**config.mk**
```make
export PLATFORM = sky130hd
export DESIGN_NAME = fir_mac_scheduler
export DESIGN_NICKNAME = d
export VERILOG_FILES = /design/src/rtl/fir_mac_scheduler.sv
export SDC_FILE = /design/constraint.sdc
export NUM_CORES = 1
export LEC_CHECK = 0
export BUFFER_PORTS_ARGS = -buffer_cell sky130_fd_sc_hd__buf_2
export CAP_MARGIN = 20
export CORE_MARGIN = 3
export CORE_UTILIZATION = 44
export CTS_CLUSTER_SIZE = 10
export DETAILED_ROUTE_END_ITERATION = 6
export PLACE_DENSITY_LB_ADDON = 0.05
export SETUP_SLACK_MARGIN = 0.15
export SYNTH_ARGS = -nofsm -noshare
export SYNTH_HDL_FRONTEND = slang
export SYNTH_SLANG_ARGS = --single-unit
```
**constraint.sdc**
```tcl
create_clock -name i_clk -period 14.9 [get_ports i_clk]
set_input_delay 0.745 -clock i_clk [delete_from_list [all_inputs] [get_ports i_clk]]
set_output_delay 0.745 -clock i_clk [all_outputs]
set_load 0.01 [all_outputs]
```
**src/rtl/fir_mac_scheduler.sv**
```systemverilog
// Time-multiplexed FIR controller: one shared multiply-accumulate walks TAPS taps per sample,
// with a sample delay line, a writable coefficient bank and valid/ready on both streams.
module fir_mac_scheduler #(
    parameter int unsigned          N        = 32,
    parameter int unsigned          CW       = 8,
    parameter int unsigned          TAPS     = 4,
    parameter logic        [CW-1:0] COEF_RST = 8'h20
) (
    input  logic                    i_clk,
    input  logic                    i_reset,
    input  logic                    i_coef_wr_en,
    input  logic [$clog2(TAPS)-1:0] i_coef_wr_addr,
    input  logic [CW-1:0]           i_coef_wr_data,
    output logic                    o_coef_wr_ready,
    input  logic                    i_in_valid,
    output logic                    o_in_ready,
    input  logic [N-1:0]            i_in_data,
    output logic                    o_out_valid,
    input  logic                    i_out_ready,
    output logic [N-1:0]            o_out_data,
    output logic                    o_busy
);

    localparam int unsigned IW = $clog2(TAPS);

    typedef enum logic [1:0] {
        S_IDLE = 2'd0,
        S_MAC  = 2'd1,
        S_OUT  = 2'd2
    } state_t;

    state_t          r_state;
    state_t          w_state_nxt;
    logic [N-1:0]    r_x    [TAPS];
    logic [CW-1:0]   r_coef [TAPS];
    logic [N-1:0]    r_acc;
    logic [IW-1:0]   r_idx;
    logic            r_out_valid;
    logic [N-1:0]    r_out_data;

    logic            w_accept;
    logic            w_coef_wr;
    logic            w_last;
    logic [N-1:0]    w_prod;
    logic [N-1:0]    w_sum;

    // Both ready signals drop immediately while reset is held, not just after the edge.
    assign o_in_ready      = (r_state == S_IDLE) && !i_reset;
    assign o_coef_wr_ready = (r_state == S_IDLE) && !i_reset;
    assign o_busy          = (r_state != S_IDLE);
    assign o_out_valid     = r_out_valid;
    assign o_out_data      = r_out_data;

    assign w_accept  = i_in_valid && o_in_ready;
    assign w_coef_wr = i_coef_wr_en && o_coef_wr_ready;
    assign w_last    = (r_idx == IW'(TAPS - 1));
    // Multiplying in N-bit context keeps only the low N bits of the product.
    assign w_prod    = r_x[r_idx] * {{(N - CW){1'b0}}, r_coef[r_idx]};
    assign w_sum     = r_acc + w_prod;

    // State register.
    always_ff @(posedge i_clk) begin
        if (i_reset) begin
            r_state <= S_IDLE;
        end else begin
            r_state <= w_state_nxt;
        end
    end

    // Next-state decode.
    always_comb begin
        w_state_nxt = r_state;
        case (r_state)
            S_IDLE: begin
                if (w_accept) begin
                    w_state_nxt = S_MAC;
                end else begin
                    w_state_nxt = S_IDLE;
                end
            end
            S_MAC: begin
                if (w_last) begin
                    w_state_nxt = S_OUT;
                end else begin
                    w_state_nxt = S_MAC;
                end
            end
            S_OUT: begin
                if (i_out_ready) begin
                    w_state_nxt = S_IDLE;
                end else begin
                    w_state_nxt = S_OUT;
                end
            end
            default: begin
                w_state_nxt = S_IDLE;
            end
        endcase
    end

    // Coefficient bank: writes only land while idle; out-of-range tap indices are dropped.
    always_ff @(posedge i_clk) begin
        if (i_reset) begin
            for (int k = 0; k < TAPS; k++) begin
                r_coef[k] <= COEF_RST;
            end
        end else if (w_coef_wr && (int'(i_coef_wr_addr) < TAPS)) begin
            r_coef[i_coef_wr_addr] <= i_coef_wr_data;
        end else begin
            r_coef <= r_coef;
        end
    end

    // Delay line, accumulator, tap walk and registered result.
    always_ff @(posedge i_clk) begin
        if (i_reset) begin
            for (int k = 0; k < TAPS; k++) begin
                r_x[k] <= {N{1'b0}};
            end
            r_acc       <= {N{1'b0}};
            r_idx       <= {IW{1'b0}};
            r_out_valid <= 1'b0;
            r_out_data  <= {N{1'b0}};
        end else begin
            case (r_state)
                S_IDLE: begin
                    if (w_accept) begin
                        r_x[0] <= i_in_data;
                        for (int k = 1; k < TAPS; k++) begin
                            r_x[k] <= r_x[k-1];
                        end
                        r_acc <= {N{1'b0}};
                        r_idx <= {IW{1'b0}};
                    end
                end
                S_MAC: begin
                    r_acc <= w_sum;
                    if (w_last) begin
                        r_idx       <= {IW{1'b0}};
                        r_out_valid <= 1'b1;
                        r_out_data  <= w_sum;
                    end else begin
                        r_idx <= r_idx + IW'(1);
                    end
                end
                S_OUT: begin
                    if (i_out_ready) begin
                        r_out_valid <= 1'b0;
                    end
                end
                default: begin
                    r_out_valid <= 1'b0;
                end
            endcase
        end
    end

endmodule

```
---- After elaboration in Yosys (flattened, before gate mapping) ----
Memory sizes are Yosys's and may differ from the RTL's. A register that Yosys moved wholly into a read port is not among the register bits.
Index checks and enable logic that the tools add are counted.
W data, S select, Z words.
cells by class
  add/sub/neg operators ................... 2
  multipliers ............................. 1
  magnitude comparators ................... 3
  equal/unequal tests ..................... 6
  multiplexer cells ....................... 30
  bitwise gates (word level) .............. 7
  reductions and logical operators ........ 11
operators by type and width
  kind                   number
  $mux W32               5
  $pmux W32 S2           1
  $add A32 B32 Y32       1
  $bwmux W32             1
  $mul A32 B8 Y32        1
  $mux W8                3
  $bmux W8 S2            1
  $demux W8 S2           1
  $mux W2                6
  $mux W1                9
  $ge A3 B3 Y1 const B   2
  $ne A2 B2 Y1 const B   3
  $not A2 Y3             2
  $pmux W2 S3            1
  $eq A2 B2 Y1 const B   2
  $logic_and A1 B1 Y1    4
  $or A1 B1 Y1           4
  $pmux W2 S2            1
  $reduce_and A2 Y1      2
  $reduce_bool A2 Y1     2
  $lt A3 B1 Y1 const B   1
  $pmux W1 S3            1
  $reduce_and A3 Y1      1
  $add A2 B1 Y2 const B  1
  4 further kinds        4
word-level totals
  register bits ........................... 101
  memory bits (writable) .................. 128
  input port bits ......................... 47
  output and inout bits ................... 36
  word-level logic and storage cells ...... 70
  memories ................................ 1
memories
  memory  words  width  rd ports  clocked after memory_dff  write ports  RTL line  source
  r_x     4      32     4         1                         4            34        logic [N-1:0] r_x [TAPS];

---- Logic depth before layout (Yosys ltp) ----
  depth in word-level cells ............... 8
  mapped depth ............................ 26
  depth with buffers taken out ............ 23

---- Worst setup path after synthesis ----
OpenSTA, ideal clock, no wires.
  kind .................................... reg-to-reg
  start ................................... register with a tool-made name
  end ..................................... register r_acc[29]
  setup time .............................. 127 ps
  arrival time ............................ 5797 ps
  required time ........................... 14773 ps
  slack ................................... 8976 ps
  cell stages (with the launch flop) ...... 23
  path buffers ............................ 3
  period minus slack after synthesis ...... 5924 ps
  cell sequence ........................... dfxtp_1 -> buf_4 -> buf_4 -> buf_1 -> mux2_2 -> o21ai_1 -> nor2_1 -> fa_1 -> fa_1 -> fa_1 -> inv_1 -> fa_1 -> inv_1 -> ha_1 -> a211oi_1 -> o21ai_1 -> a31oi_1 -> a21oi_1 -> o21ai_1 -> o21ai_1 -> a31oi_1 -> nor4_1 -> or3_1
RTL lines
  what                    RTL line  source
  end signal: assignment  120       r_acc <= {N{1'b0}};
  end signal: assignment  132       r_acc <= {N{1'b0}};
  end signal: assignment  137       r_acc <= w_sum;
  end: declaration        36        logic [N-1:0] r_acc;

---- Final worst setup path ----
  start ................................... register r_idx[1]
  end ..................................... register r_acc[29]
on the way
  word-level cells in the longest chain between the ends .. 7
RTL lines
  what                                         RTL line  source
  start: declaration                           37        logic [IW-1:0] r_idx;
  start signal: assignment                     121       r_idx <= {IW{1'b0}};
  start signal: assignment                     133       r_idx <= {IW{1'b0}};
  start signal: assignment                     139       r_idx <= {IW{1'b0}};
  $not A2 Y3 (not written as such)             58        assign w_prod = r_x[r_idx] * {{(N - CW){1'b0}}, r_coef[r_idx]};
  $bmux W8 S2                                  58
  $mux W8 (not written as such) (2 in series)  58
  $mul A32 B8 Y32                              58
  $add A32 B32 Y32                             59        assign w_sum = r_acc + w_prod;
  $pmux W32 S2                                 125       case (r_state)
No other way between the ends. The select of a mux whose other input is x is not followed.
A chain may end at the register's enable or synchronous reset.

==> flow_summary_export.csv <==
group,metric,value,unit
run_status,status,"finished clean",
clocking,postCtsHoldBufs,0,
logic_synthesis,synthCells,1683,
critical_path,worstPathMaxFanout,19,
detailed_routing,wirelength,41900,µm
power_and_ir_drop,p_int,1.33,mW
global_route,grt_overflow,0,
final_layout,syn_to_final_growth,9.86,%
detailed_routing,ant_nets,0,
place,dp_slack,7920,ps
critical_path,cp-start-kind,"flop",
critical_path,arrival,7370,ps
final_layout,regArea,5910,µm²
final_layout,n_antenna_cell,0,
power_and_ir_drop,combPwrFrac,0.320,
detailed_routing,vias,11600,
critical_path,worstPathCellList,"mux2_2, o21ai_1, nor2_1, fa_1, fa_1, fa_1, inv_1, fa_1, inv_1, ha_1, a211oi_1, o21ai_1, a31oi_1, a21oi_1, o21ai_1, o21ai_1, a31oi_1, nor4_1, or3_1",
clocking,numCtsBuffers,28,
final_layout,fin_util,0.493,
global_route,globalRouteTotalUtil,0.210,
die,ios,83,
place,dpl.hpwl,29700,µm
critical_path,crit_type,"reg -> reg",
critical_path,crit_path_end_kind,"flop",
hold_path,hold_path.class,"in -> reg",
final_layout,drive_gt1_frac,0.107,
clocking,cts.sinks,231,
clocking,cts_buffer_depth,3,
die,die_w,202,µm
power_and_ir_drop,power_switching_share,0.342,
power_and_ir_drop,powerDensity,108,nW/µm²
clocking,post-cts-setup-buffer-count,0,
die,die_y,202,µm
logic_synthesis,yosysUniqueCellTypes,55,
power_and_ir_drop,p_sw,691,µW
logic_synthesis,synth_edf_count,128,
timing,fmax,0.144,GHz
logic_synthesis,ys_seq_area_frac,0.348,
clocking,clk_latency,550,ps
run,cap_violations,0,
power_and_ir_drop,total_power,2.02,mW
logic_synthesis,avgSynthCellArea,10.1,µm²
clocking,htree_levels,1,
critical_path,crit_required,15320,ps
timing,fin_skew,17.0,ps
detailed_routing,drt_iter0_markers,697,
critical_path,path_buf_inv,2,
timing,post-route-period-util,0.466,
power_and_ir_drop,power_leakage,8.61,nW
final_layout,fillers,3629,
detailed_routing,wire_per_inst,18.6,µm
timing,maxSlewViolCount,0,
clocking,cts_root_buffer,"clkbuf_16",
final_layout,fin_cells,2254,
logic_synthesis,ys.flop_type,"edfxtp_1",
die,initial_core_util,0.449,
global_route,grt_pass1_vias,12100,
critical_path,crit_family,"compound AO/OA/AOI/OAI gates",
logic_synthesis,syn_area,17000,µm²
timing,finalSetupViolations,0,
timing,tightest_slew,1100,ps
logic_synthesis,synth_warnings,0,
timing,fin_crit,6950,ps
power_and_ir_drop,p_seq_frac,0.369,
detailed_routing,viasPerCell,5.16,
logic_synthesis,ys_seq_elements,231,
final_layout,final_nets,1998,
global_route,antenna_found_initial,1,
clocking,cts_resized,0,
detailed_routing,first_pass_iters,4,
clocking,cts_tree,"built",
detailed_routing,drc,0,
place,numPortBuffers,82,
timing,rsz0062_at_grt,"no",
timing,fin_setup_tns,0,ps
critical_path,cp_slowest_cell,"dfxtp_1",
critical_path,slowest_delay,950,ps
die,design.die.area,41000,µm²
die,fp-row-count,71,
global_route,grt_first_pass_wirelength,68600,µm
logic_synthesis,synth_nets,1958,
timing,hold_violations,0,
clocking,clk_pin_slew,60,ps
global_route,grt_max_degree,129,
die,core,37800,µm²
power_and_ir_drop,ir_drop,0.0740,mV
final_layout,multiInputGateArea,9780,µm²
timing,fin_ws,7950,ps
logic_synthesis,async_reset_ff_frac,0,
power_and_ir_drop,clkPwrFrac,0.311,
timing,maxSlewHeadroom,0.260,
place,place.gp.congestion,0.815,
place,dpl.cell_count,2203,
[power by group through the flow]
stage	Sequential [mW]	Clock, mW	Combinational [mW]
detailed placement	0.757	0	0.646
CTS	0.744	0.651	0.649
finish	0.745	0.629	0.646
global placement	0.756	0	0.640
floorplan	0.747	0	0.475
global route	0.750	0.674	0.740
[synth_stat cells (5+ instances only)]
cell,n,area [µm²]
fa_1,186,3720
o21ai_1,19,95.1
ha_1,42,526
a211oi_1,7,52.6
dfxtp_1,103,2060
a21o_1,10,75.1
buf_1,5,18.8
nand3_1,28,140
nor3_1,6,30.0
inv_1,256,961
a31oi_1,10,62.6
xor2_1,8,70.1
clkbuf_1,71,267
xnor2_1,30,263
nor2_1,124,465
mux2_2,15,169
mux4_2,30,676
nor2b_1,8,50.1
and2_1,86,538
o21ai_0,12,60.1
edfxtp_1,128,3840
and3_1,131,820
nand2_1,191,717
mux2i_1,44,440
a21oi_1,65,325
o21a_1,6,45.0
a211o_1,5,43.8
nand2b_1,5,31.3
[area by class of cell]
class                   count  area share
clock inverters             3    0.000872
flip-flops and latches    231       0.317
multi-input cells        1111       0.524
well taps                 511      0.0343
inverters                 256      0.0515
repair buffers             95      0.0286
clock buffers              47      0.0436
[metrics by stage]
step	hold slack, ps	area (µm²)
floorplan	448	17000
global placement	440	17800
detailed placement	444	17800
CTS	396	18600
global route	428	18700
finish	429	18700
[path summary, 6_finish.rpt]
kind                           from             end  slack, ps  cells after the start
setup reg to reg           r_idx[1]       r_acc[29]       7950                     19
hold / removal    i_coef_wr_data[5]      r_coef[29]        430                      2
hold reg to reg      o_out_data[12]  o_out_data[12]        450                      2
setup / recovery           r_idx[1]       r_acc[29]       7950                     19
[state kept, by name (all words and copies together), names as in the netlist, named ones only]
| name | flops |
|---|---|
| r_acc | 32 |
| r_idx | 2 |
| r_state | 2 |
| o_out_data | 32 |
| o_out_valid | 1 |
| r_coef | 32 |
| r_x | 128 |
[cells by family after synthesis]
family                     Yosys count  share of synthesized area
adders and majority gates          228                      0.250
xor gates and xnor gates            38                     0.0196
buffers and inverters              341                     0.0772
muxes                               89                     0.0757
AOI/OAI and AO/OA                  153                     0.0545
and+or+nand+nor                    603                      0.175
DFF                                231                      0.348
[cell usage in the layout, fill, tap and decap left out, types with 12 or more instances in the layout]
cell type,instances
clkbuf_16,29
inv_1,256
mux4_2,30
ha_1,42
nand3_1,28
xnor2_1,30
and2_1,86
dfxtp_1,101
fa_1,186
clkbuf_1,16
buf_2,80
a21oi_1,65
and3_1,131
buf_4,14
edfxtp_1,128
o21ai_1,19
mux2_2,15
nand2_1,190
mux2i_1,44
o21ai_0,12
nor2_1,123
[metal layers]
layer  vias to the layer above  share of wire  global-route usage
met5                         -              0                   0
li1                       5552              -                   -
met3                        48          0.044              0.0298
met4                         0          0.016              0.0391
met2                       208           0.42               0.314
met1                      5825           0.52               0.328
(Power assumes the default switching activity.)
